==> src/rtl/fp_iter_divider_if.sv <==
// Start/done handshake bundle for the iterative floating-point divider.
// The master issues operands; the slave returns the quotient and exception flags.
interface fp_iter_divider_if #(
  parameter int EXP_WIDTH      = 8,
  parameter int MANTISSA_WIDTH = 23
);
  localparam int W = 1 + EXP_WIDTH + MANTISSA_WIDTH;

  logic         start;
  logic [W-1:0] a;
  logic [W-1:0] b;
  logic         busy;
  logic         done;
  logic [W-1:0] result;
  logic         invalid;
  logic         div_by_zero;
  logic         overflow;
  logic         underflow;

  modport master (
    output start, a, b,
    input  busy, done, result, invalid, div_by_zero, overflow, underflow
  );

  modport slave (
    input  start, a, b,
    output busy, done, result, invalid, div_by_zero, overflow, underflow
  );
endinterface

==> src/rtl/fp_iter_divider.sv <==
// Iterative IEEE-754 divider: restoring mantissa division, one quotient bit
// per cycle, round-to-nearest-even, denormals flushed to zero.
// Latency is fixed for all operands, special cases included.
module fp_iter_divider #(
  parameter int EXP_WIDTH      = 8,
  parameter int MANTISSA_WIDTH = 23
) (
  input  logic              clk,
  input  logic              reset,
  fp_iter_divider_if.slave  bus
);
  localparam int W    = 1 + EXP_WIDTH + MANTISSA_WIDTH;
  localparam int MW   = MANTISSA_WIDTH + 1;   // mantissa with hidden bit
  localparam int QW   = MANTISSA_WIDTH + 3;   // quotient: hidden, fraction, guard, extra
  localparam int EW   = EXP_WIDTH + 2;        // signed working exponent
  localparam int CW   = $clog2(QW);
  localparam int BIAS = 2 ** (EXP_WIDTH - 1) - 1;
  localparam int EMAX = 2 ** EXP_WIDTH - 1;

  localparam logic signed [EW-1:0] BIAS_S = EW'(BIAS);
  localparam logic signed [EW-1:0] EMAX_S = EW'(EMAX);
  localparam logic signed [EW-1:0] ONE_S  = EW'(1);
  localparam logic signed [EW-1:0] ZERO_S = '0;
  localparam logic [CW-1:0]        LAST_STEP = CW'(QW - 1);

  localparam logic [W-1:0] QNAN = {1'b0, {EXP_WIDTH{1'b1}}, 1'b1, {(MANTISSA_WIDTH-1){1'b0}}};
  localparam logic [W-1:0] INF  = {1'b0, {EXP_WIDTH{1'b1}}, {MANTISSA_WIDTH{1'b0}}};

  typedef enum logic [2:0] {S_IDLE, S_UNPACK, S_DIVIDE, S_ROUND, S_DONE} state_t;

  state_t                 state_reg;
  logic [W-1:0]           a_reg, b_reg;
  logic                   sign_reg;
  logic signed [EW-1:0]   exp_reg;
  logic [MW-1:0]          mb_reg;
  logic [MW:0]            rem_reg;
  logic [QW-1:0]          quo_reg;
  logic [CW-1:0]          cnt_reg;
  logic                   zero_a_reg, zero_b_reg, inf_a_reg, inf_b_reg, nan_any_reg;
  logic                   busy_reg, done_reg;
  logic [W-1:0]           result_reg;
  logic                   invalid_reg, dbz_reg, ovf_reg, unf_reg;

  // Operand field views of the captured operands
  logic [EXP_WIDTH-1:0]      ea, eb;
  logic [MANTISSA_WIDTH-1:0] fa, fb;
  assign ea = a_reg[W-2:MANTISSA_WIDTH];
  assign eb = b_reg[W-2:MANTISSA_WIDTH];
  assign fa = a_reg[MANTISSA_WIDTH-1:0];
  assign fb = b_reg[MANTISSA_WIDTH-1:0];

  // One restoring-division step: subtract the divisor when it fits
  logic [MW:0] rem_next;
  logic        q_bit;
  always_comb begin
    rem_next = rem_reg;
    q_bit    = 1'b0;
    if (rem_reg >= {1'b0, mb_reg}) begin
      rem_next = rem_reg - {1'b0, mb_reg};
      q_bit    = 1'b1;
    end
  end

  // Normalise, round to nearest even, then apply range checks and special-case overrides
  logic [QW-1:0]             qn;
  logic signed [EW-1:0]      e_n;
  logic                      guard, sticky, round_up;
  logic [MW:0]               mant_r;
  logic [MANTISSA_WIDTH-1:0] frac_r;
  logic [W-1:0]              res_next;
  logic                      inv_next, dbz_next, ovf_next, unf_next;
  always_comb begin
    qn  = quo_reg;
    e_n = exp_reg;
    if (!quo_reg[QW-1]) begin
      qn  = quo_reg << 1;
      e_n = exp_reg - ONE_S;
    end
    guard    = qn[1];
    sticky   = qn[0] | (rem_reg != '0);
    round_up = guard & (sticky | qn[2]);
    mant_r   = {1'b0, qn[QW-1:2]} + {{MW{1'b0}}, round_up};
    frac_r   = mant_r[MANTISSA_WIDTH-1:0];
    if (mant_r[MW]) begin
      e_n    = e_n + ONE_S;
      frac_r = '0;
    end

    res_next = '0;
    inv_next = 1'b0;
    dbz_next = 1'b0;
    ovf_next = 1'b0;
    unf_next = 1'b0;
    if (nan_any_reg || (zero_a_reg && zero_b_reg) || (inf_a_reg && inf_b_reg)) begin
      res_next = QNAN;
      inv_next = 1'b1;
    end else if (inf_a_reg) begin
      res_next = INF | {sign_reg, {(W-1){1'b0}}};
    end else if (inf_b_reg || zero_a_reg) begin
      res_next = {sign_reg, {(W-1){1'b0}}};
    end else if (zero_b_reg) begin
      res_next = INF | {sign_reg, {(W-1){1'b0}}};
      dbz_next = 1'b1;
    end else if (e_n >= EMAX_S) begin
      res_next = INF | {sign_reg, {(W-1){1'b0}}};
      ovf_next = 1'b1;
    end else if (e_n <= ZERO_S) begin
      res_next = {sign_reg, {(W-1){1'b0}}};
      unf_next = 1'b1;
    end else begin
      res_next = {sign_reg, e_n[EXP_WIDTH-1:0], frac_r};
    end
  end

  // Control FSM with registered handshake outputs and datapath registers
  always_ff @(posedge clk) begin
    if (reset) begin
      state_reg   <= S_IDLE;
      a_reg       <= '0;
      b_reg       <= '0;
      sign_reg    <= 1'b0;
      exp_reg     <= '0;
      mb_reg      <= '0;
      rem_reg     <= '0;
      quo_reg     <= '0;
      cnt_reg     <= '0;
      zero_a_reg  <= 1'b0;
      zero_b_reg  <= 1'b0;
      inf_a_reg   <= 1'b0;
      inf_b_reg   <= 1'b0;
      nan_any_reg <= 1'b0;
      busy_reg    <= 1'b0;
      done_reg    <= 1'b0;
      result_reg  <= '0;
      invalid_reg <= 1'b0;
      dbz_reg     <= 1'b0;
      ovf_reg     <= 1'b0;
      unf_reg     <= 1'b0;
    end else begin
      case (state_reg)
        S_IDLE: begin
          if (bus.start) begin
            a_reg     <= bus.a;
            b_reg     <= bus.b;
            busy_reg  <= 1'b1;
            state_reg <= S_UNPACK;
          end
        end
        S_UNPACK: begin
          sign_reg    <= a_reg[W-1] ^ b_reg[W-1];
          exp_reg     <= $signed({2'b00, ea}) - $signed({2'b00, eb}) + BIAS_S;
          rem_reg     <= {2'b01, fa};
          mb_reg      <= {1'b1, fb};
          quo_reg     <= '0;
          cnt_reg     <= '0;
          zero_a_reg  <= (ea == '0);
          zero_b_reg  <= (eb == '0);
          inf_a_reg   <= (ea == '1) && (fa == '0);
          inf_b_reg   <= (eb == '1) && (fb == '0);
          nan_any_reg <= ((ea == '1) && (fa != '0)) || ((eb == '1) && (fb != '0));
          state_reg   <= S_DIVIDE;
        end
        S_DIVIDE: begin
          rem_reg <= rem_next << 1;
          quo_reg <= {quo_reg[QW-2:0], q_bit};
          cnt_reg <= cnt_reg + 1'b1;
          if (cnt_reg == LAST_STEP) state_reg <= S_ROUND;
        end
        S_ROUND: begin
          result_reg  <= res_next;
          invalid_reg <= inv_next;
          dbz_reg     <= dbz_next;
          ovf_reg     <= ovf_next;
          unf_reg     <= unf_next;
          done_reg    <= 1'b1;
          state_reg   <= S_DONE;
        end
        S_DONE: begin
          done_reg  <= 1'b0;
          busy_reg  <= 1'b0;
          state_reg <= S_IDLE;
        end
        default: state_reg <= S_IDLE;
      endcase
    end
  end

  assign bus.busy        = busy_reg;
  assign bus.done        = done_reg;
  assign bus.result      = result_reg;
  assign bus.invalid     = invalid_reg;
  assign bus.div_by_zero = dbz_reg;
  assign bus.overflow    = ovf_reg;
  assign bus.underflow   = unf_reg;
endmodule

==> src/flat_wrapper.sv <==
// flat-port wrapper written by rule: the top's interface ports become plain ports
module fp_iter_divider_flat 
#(
  parameter int EXP_WIDTH      = 8,
  parameter int MANTISSA_WIDTH = 23
)
  (clk, reset, bus_start, bus_a, bus_b, bus_busy, bus_done, bus_result, bus_invalid, bus_div_by_zero, bus_overflow, bus_underflow);
  fp_iter_divider_if #(.EXP_WIDTH(EXP_WIDTH), .MANTISSA_WIDTH(MANTISSA_WIDTH)) bus_i ();
  input  logic clk;
  input  logic reset;
  input wire logic [$bits(bus_i.start)-1:0] bus_start;
  input wire logic [$bits(bus_i.a)-1:0] bus_a;
  input wire logic [$bits(bus_i.b)-1:0] bus_b;
  output wire logic [$bits(bus_i.busy)-1:0] bus_busy;
  output wire logic [$bits(bus_i.done)-1:0] bus_done;
  output wire logic [$bits(bus_i.result)-1:0] bus_result;
  output wire logic [$bits(bus_i.invalid)-1:0] bus_invalid;
  output wire logic [$bits(bus_i.div_by_zero)-1:0] bus_div_by_zero;
  output wire logic [$bits(bus_i.overflow)-1:0] bus_overflow;
  output wire logic [$bits(bus_i.underflow)-1:0] bus_underflow;
  assign bus_i.start = bus_start;
  assign bus_i.a = bus_a;
  assign bus_i.b = bus_b;
  assign bus_busy = bus_i.busy;
  assign bus_done = bus_i.done;
  assign bus_result = bus_i.result;
  assign bus_invalid = bus_i.invalid;
  assign bus_div_by_zero = bus_i.div_by_zero;
  assign bus_overflow = bus_i.overflow;
  assign bus_underflow = bus_i.underflow;
  fp_iter_divider #(.EXP_WIDTH(EXP_WIDTH), .MANTISSA_WIDTH(MANTISSA_WIDTH)) u_core (.clk(clk), .reset(reset), .bus(bus_i));
endmodule
==> config.mk <==
export PLATFORM = sky130hd
export DESIGN_NAME = fp_iter_divider_flat
export DESIGN_NICKNAME = d
export VERILOG_FILES = /design/src/rtl/fp_iter_divider_if.sv /design/src/rtl/fp_iter_divider.sv /design/src/flat_wrapper.sv
export SDC_FILE = /design/constraint.sdc
export NUM_CORES = 1
export LEC_CHECK = 0
export ABC_AREA = 0
export CAP_MARGIN = 20
export CORE_MARGIN = 2
export CORE_UTILIZATION = 45
export DETAILED_ROUTE_END_ITERATION = 8
export DONT_BUFFER_PORTS = 1
export GPL_TIMING_DRIVEN = 0
export MAX_ROUTING_LAYER = met4
export PLACE_DENSITY = 0.61
export SLEW_MARGIN = 20
export SYNTH_ARGS = -nofsm -noshare
export SYNTH_HDL_FRONTEND = slang
export SYNTH_SLANG_ARGS = --single-unit
==> constraint.sdc <==
create_clock -name clk -period 7.6 [get_ports clk]
set_input_delay 0.76 -clock clk [delete_from_list [all_inputs] [get_ports clk]]
set_output_delay 0.76 -clock clk [all_outputs]
set_load 0.01 [all_outputs]
==> flow_metrics.py, run 1 <==
metrics = {
    "clock_network": {
        "clk_pin_slew_worst_paths_ns": 0.06,
        "clockBufferDepth": 3,
        "htreeDepth": 1,
        "numCtsBuffers": 24,
        "ctsResizeCount": 0,
        "quantity_of_hold_fixing_buffers_added_after_cts": 0,
        "worstSkewPairLatency_ns": 0.52,
        "clock_sinks": 201,
        "root_buffer": "clkbuf_16",
        "tritoncts": "done",
        "postCtsSetupBuffers": 0,
    },
    "placement": {
        "placedInstanceArea_mm2": 0.0112,
        "dp.final_hpwl_mm": 23.6,
        "port_buffers": 0,
        "gp_routability_congestion": 0.902,
    },
    "routing": {
        "iter_0_drt_violations": 631,
        "drc": 0,
        "wire_per_inst_um": 17.6,
        "routed_wl_mm": 31.2,
        "via_count": 9993,
        "drt-vias-per-instance": 5.64,
        "first_pass_iters": 5,
        "antenna_left": 0,
    },
    "layout": {
        "area.sequential_mm2": 0.00402,
        "post_route_cells_drive_above_1_share_pct": 5.72,
        "mostFrequentLayoutCell": "nand2_1",
        "area_growth_syn_to_layout_pct": 12.2,
        "layout.cell_area.non_filler_mm2": 0.0122,
        "final_net_count": 1541,
        "mostFrequentLayoutCells": "258 x nand2_1, 201 x dfxtp_1, 156 x a21oi_1, 146 x nor2_1, 68 x clkbuf_1",
        "antenna_cells": 0,
        "multi_input_gate_area_mm2": 0.00626,
        "finish.utilization_pct": 51.6,
        "final.fill_count": 2373,
    },
    "synth": {
        "netlist_instances": 1408,
        "library_cells_used_by_synthesis": 72,
        "synth-edff-count": 0,
        "synthesis.area_mm2": 0.0108,
        "synthFlopType": "dfxtp_1",
        "synth-seq-area-share_pct": 37.1,
        "yosys_warnings": 0,
        "async_set_or_reset_register_ratio_after_synthesis_pct": 0,
        "synth_seq_cells": 201,
        "post_synth.cell_area_avg_um2": 7.70,
        "net_count_of_the_mapped_netlist": 1515,
    },
    "setup_path": {
        "max_stage_delay_ns": 0.50,
        "crit_fanout": 10,
        "reg2reg_from": "u_core.quo_reg[25]",
        "cp_data_arrival_time_ns": 5.83,
        "worst-setup-path-type": "flop to flop",
        "crit_path_end_kind": "flop",
        "crit-reg2reg-capture": "u_core.bus.result[4]",
        "start_kind": "flop",
        "timing.critical_path.slowest_stage_cell": "clkbuf_1",
        "worst-r2r-setup-slack_ns": 2.23,
        "worstSetupEndpoint": "u_core.bus.result[4]",
        "cp.required_ns": 8.06,
        "count_of_cells_along_the_worst_register_to_register_path": 19,
        "crit_path_cell_trace": "buf_4, buf_6, clkbuf_1, clkbuf_1, buf_1, nand2_1, a21boi_0, ha_1, nand4_1, or3_1, buf_2, nor3_2, and2_1, buf_2, o32a_1, nand2_1, a31oi_4, and3_1, a22o_1",
        "worstSetupStartpoint": "u_core.quo_reg[25]",
    },
    "min_path": {
        "hold_path_origin": "bus_b[3]",
        "hp-class": "input pin to flop",
    },
    "timing": {
        "final.setup.tns_ns": 0,
        "finalSetupViolCount": 0,
        "layout_worst_path_cycle_share_pct": 70.7,
        "rsz_0062_raised_after_global_routing": "no",
        "worst_pin_slew_ns": 0.994,
        "max_freq_mhz": 186,
        "skew_ns": 0.0138,
        "period_minus_slack_ns": 5.37,
        "final_max_tran_viols": 0,
        "worst_slew_margin_rel_pct": 33.6,
        "finalHoldViolCount": 0,
    },
    "die": {
        "fp.dieW_um": 159,
        "io-pin-count": 105,
        "start_util_pct": 46.0,
        "floorplan.rows": 56,
        "dieHeight_um": 159,
        "design.die.area_mm2": 0.0253,
        "floorplan.core_area_mm2": 0.0235,
    },
    "outcome": {
        "status": "finished, final reports clean",
    },
    "global_route": {
        "grt_pass1_wl_mm": 50.5,
        "grt_start_max_net_pins": 14,
        "grt_overflow_total": 0,
        "antenna_found_initial": 0,
        "grt_pass1_vias": 9369,
        "tot_gr_track_use_pct": 25.1,
    },
    "run": {
        "timing.max_cap.violations": 0,
    },
    "pwr": {
        "pwr_per_cell_area_mw_per_mm2": 274,
        "p_leak_nw": 4.37,
        "vdd.ir_drop.worst_mv": 0.179,
    },
}
-- synth_stat cells (5+ instances only) --
master     count  area share (%)
inv_1         57             2.0
nand3_1       15            0.69
o21ai_0       39             1.8
o22ai_1        6            0.35
a2111oi_0     11            0.89
nand3b_1       7            0.48
buf_2          5            0.23
buf_1         10            0.35
mux2_2         7            0.73
nand2b_1       9            0.52
ha_1          38             4.4
nor2_1       146             5.1
mux2i_1       16             1.5
nand4_1       20             1.2
a211oi_1      25             1.7
or3_1          6            0.35
nor2b_1       10            0.58
nor3_1        20            0.92
o21a_1        10            0.69
xnor2_1       31             2.5
a31oi_1        8            0.46
nand2_1      258             8.9
a21oi_1      156             7.2
a311oi_1       9            0.73
and3_1        13            0.75
a22o_1         6            0.48
o21ai_1       11            0.51
or2_2          8            0.46
a21o_1        14            0.97
clkbuf_1      67             2.3
o31ai_1        9            0.62
o21bai_1       6            0.42
a21boi_0       5            0.35
xor2_1        29             2.3
and2_1         7            0.40
dfxtp_1      201              37
nor4_1        29             1.7
o221a_2        5            0.52
a22oi_1       29             2.0
-- layout make-up --
class                   instances  area share, %
inverters                      57           1.76
clock buffers                  30           5.54
well taps                     319           3.28
flip-flops and latches        201           33.1
multi-input cells            1065           51.5
clock inverters                14           1.98
plain buffers                  85           2.83
-- where the power goes --
part / switching [mW] / total [mW] / internal [mW]
clock: 0.472 / 1.31 / 0.833
sequential: 0.0541 / 1.16 / 1.11
combinational: 0.539 / 0.866 / 0.328
total: 1.06 / 3.33 / 2.27
-- critical path: cells and delay by family (launching register included) --
family,cells,cell delay (ns)
AND/OR/NAND/NOR,7,1.64
buffers and inverters,7,2.16
adder cells (fa/ha/maj),1,0.27
AO/OA/AOI/OAI,4,0.91
flip-flops,1,0.32
-- layer usage --
layer,routed length [um],GRT usage (%),part of all wire [%]
met1,14600,33.4,47
met2,13900,39.1,44
met3,2150,5.08,6.9
met4,652,5.91,2.1
met5,0,-,0
-- cells by family (layout without fill, tap and decap cells) --
kind of cell               Yosys count  in the layout  share of synthesized area (%)
and+or+nand+nor                    564            564                           23.6
muxes                               24             24                           2.31
AOI/OAI and AO/OA                  377            377                           22.2
buffers and inverters              142            186                           5.15
adders and majority gates           40             40                           4.76
xor gates and xnor gates            60             60                           4.85
DFF                                201            201                           37.1
-- worst min-delay path by stage --
| stage | slack [ns] | cells past startpoint | end |
|---|---|---|---|
| floorplan | 0.44 | 2 | u_core.mb_reg[23] |
| global placement | 0.44 | 2 | u_core.mb_reg[18] |
| detailed placement | 0.45 | 2 | u_core.mb_reg[3] |
| CTS | 0.35 | 2 | u_core.a_reg[4] |
| global route | 0.37 | 2 | u_core.a_reg[22] |
| finish | 0.37 | 2 | u_core.b_reg[3] |
-- stage by stage --
step           cells  total power [mW]  hold slack (ns)  worst slack, ns
2_1_floorplan   1408              1.83            0.435             3.56
3_3_place_gp    1727              2.03            0.444             2.21
3_5_place_dp    1727              2.03            0.451             2.22
4_1_cts         1771              3.34            0.353             2.17
5_1_grt         1771              3.51            0.370             1.84
6_report        1771              3.33            0.369             2.23
Note: power is estimated with default switching activity, not from simulation.
==> inputs of run 2 (changes only) <==
clock period = 5.19 ns   (was 7.6 ns; I/O delays follow)
==> run 2 against run 1 <==
Worst setup slack worse by 1.6 ns. First-iteration DRC count shrank 8.7%. Sequential share of layout area about the same. Critical path type unchanged. Largest cell class unchanged. Largest power group unchanged. Highest routed layer unchanged.
==> flow_metrics.py, run 2 (synthesis results as in run 1) <==
metrics = {
    "global_route": {
        "groute.layer.met2.usage_pct": 39.0,
        "grt_pass1_vias": 9361,
        "grt_pass1_wl_mm": 50.4,
        "grt.busiest_layer": "met2",
        "grt_overflow_total": 0,
        "antenna_found_initial": 0,
        "grt_start_max_net_pins": 20,
        "tot_gr_track_use_pct": 25.0,
        "global_route.usage.met1_pct": 33.3,
        "globalRouteMet3Util_pct": 5.13,
    },
    "timing": {
        "layout_worst_path_cycle_share_pct": 88.0,
        "skew_ns": 0.0117,
        "finalHoldViolCount": 0,
        "worst_slew_margin_rel_pct": 34.1,
        "fin_hold_ws_ns": 0.129,
        "finalSetupViolCount": 0,
        "final_max_tran_viols": 0,
        "max_freq_mhz": 219,
        "worst_pin_slew_ns": 0.986,
        "rsz_0062_raised_after_global_routing": "no",
        "period_minus_slack_ns": 4.57,
    },
    "pwr": {
        "power_report.internal_total_mw": 3.32,
        "power.share.clock_pct": 39.2,
        "pwr-share-comb_pct": 26.0,
        "pwr_per_cell_area_mw_per_mm2": 402,
        "power.net_switching_mw": 1.56,
        "vdd.ir_drop.worst_mv": 0.263,
        "seqPwrFrac_pct": 34.8,
        "p_leak_nw": 4.38,
        "sw_frac_of_total_pct": 32.0,
    },
    "layout": {
        "area_growth_syn_to_layout_pct": 12.1,
        "antenna_cells": 0,
        "final_net_count": 1539,
        "final.fill_count": 2372,
        "mostFrequentLayoutCell": "nand2_1",
        "mostFrequentLayoutCells": "258 x nand2_1, 201 x dfxtp_1, 156 x a21oi_1, 146 x nor2_1, 65 x clkbuf_1",
        "post_layout_nonfiller_instances": 1769,
        "post_route_cells_drive_above_1_share_pct": 5.93,
    },
    "routing": {
        "antenna_left": 0,
        "routed_wl_mm": 31.1,
        "drc": 0,
        "iter_0_drt_violations": 576,
        "wire_per_inst_um": 17.6,
        "first_pass_iters": 6,
        "via_count": 9937,
        "drt-vias-per-instance": 5.62,
    },
    "placement": {
        "dp.final_hpwl_mm": 23.6,
        "port_buffers": 0,
        "gp_routability_congestion": 0.902,
        "numPlacedInstances": 1727,
    },
    "clock_network": {
        "root_buffer": "clkbuf_16",
        "clk_pin_slew_worst_paths_ns": 0.06,
        "tritoncts": "done",
        "clock_sinks": 201,
        "clockBufferDepth": 3,
        "worstSkewPairLatency_ns": 0.52,
        "quantity_of_hold_fixing_buffers_added_after_cts": 0,
        "numCtsBuffers": 24,
        "ctsResizeCount": 3,
        "postCtsSetupBuffers": 0,
        "htreeDepth": 1,
    },
    "die": {
        "floorplan.core_area_mm2": 0.0235,
        "design.die.area_mm2": 0.0253,
        "floorplan.rows": 56,
        "dieHeight_um": 159,
        "fp.dieW_um": 159,
        "io-pin-count": 105,
        "start_util_pct": 46.0,
    },
    "outcome": {
        "status": "finished, final reports clean",
    },
    "setup_path": {
        "start_kind": "flop",
        "cp.required_ns": 5.65,
        "crit_path_end_kind": "flop",
        "crit_fanout": 19,
        "reg2reg_from": "u_core.quo_reg[25]",
        "path_buf_inv": 6,
        "worst-setup-path-type": "flop to flop",
        "timing.critical_path.slowest_stage_cell": "nor3_2",
        "cp_data_arrival_time_ns": 5.03,
        "max_stage_delay_ns": 0.40,
        "worstSetupStartpoint": "u_core.quo_reg[25]",
        "crit_path_cell_trace": "buf_4, buf_6, clkbuf_2, buf_2, nand2_1, a21boi_0, ha_1, nand4_1, or3_1, buf_2, nor3_2, and2_1, buf_2, o32a_1, nand2_1, a31oi_4, and3_1, a22o_1",
        "worst_path_most_repeated_cell": "buf_2",
        "path_delay_family": "simple AND/OR/NAND/NOR gates",
    },
    "min_path": {
        "hp-class": "input pin to flop",
        "hold_path_origin": "bus_b[3]",
    },
    "run": {
        "timing.max_cap.violations": 0,
    },
}
## run 2: layout make-up
class                           instances  area [um^2]  area share (%)
Buffer                                 83          340            2.80
Clock buffer                           30          673            5.54
Clock inverter                         14          240            1.98
Inverter                               57          214            1.76
Multi-Input combinational cell       1065         6260            51.5
Sequential cell                       201         4020            33.1
Tap cell                              319          399            3.29
## run 2: worst paths after layout
| kind | slack (ns) | endpoint | cells after the start |
|---|---|---|---|
| worst min-delay path | 0.13 | u_core.b_reg[3] | 2 |
| worst max register to register | 0.62 | u_core.bus.result[4] | 18 |
| worst max-delay path | 0.62 | u_core.bus.result[4] | 18 |
| worst min register to register | 0.46 | u_core.mb_reg[15] | 2 |
## run 2: through the flow
stage / utilization [%] / setup TNS (ns) / instance area [um^2] / power (mW) / setup slack [ns]
after global routing: 51.6 / 0 / 12100 / 5.13 / 0.292
after detailed placement: 47.7 / -3.61 / 11200 / 2.98 / -0.192
after floorplan: - / 0 / 10800 / 2.68 / 1.15
after CTS: 51.6 / 0 / 12100 / 4.89 / 0.160
after global placement: 47.7 / -3.98 / 11200 / 2.97 / -0.201
final: 51.6 / 0 / 12100 / 4.88 / 0.620
## run 2: per-layer routing
| layer | vias to the layer above | routed length [um] |
|---|---|---|
| li1 | 5001 | - |
| met1 | 4620 | 14700 |
| met2 | 276 | 13800 |
| met3 | 40 | 2020 |
| met4 | 0 | 664 |
| met5 | - | 0 |
## run 2: power groups by stage
stage | registers [mW] | logic, mW | clock network, mW
after floorplan | 1.70 | 0.975 | 0
after global placement | 1.73 | 1.24 | 0
after detailed placement | 1.73 | 1.25 | 0
after CTS | 1.70 | 1.26 | 1.94
after global routing | 1.71 | 1.41 | 2.01
final | 1.70 | 1.27 | 1.91
## run 2: worst reg2reg max path: stages, from the launching register on
cell,delay (ns)
dfxtp_1,0.31
buf_4,0.18
buf_6,0.25
clkbuf_2,0.31
buf_2,0.31
nand2_1,0.10
a21boi_0,0.23
ha_1,0.27
nand4_1,0.13
or3_1,0.31
buf_2,0.18
nor3_2,0.40
and2_1,0.20
buf_2,0.17
o32a_1,0.17
nand2_1,0.11
a31oi_4,0.31
and3_1,0.39
a22o_1,0.19
==> inputs of run 3 (changes only) <==
CTS_CLUSTER_SIZE = 25   (was unset)
==> results of run 3 <==
The final DEF is identical to that of run 2; final timing and power are the same.
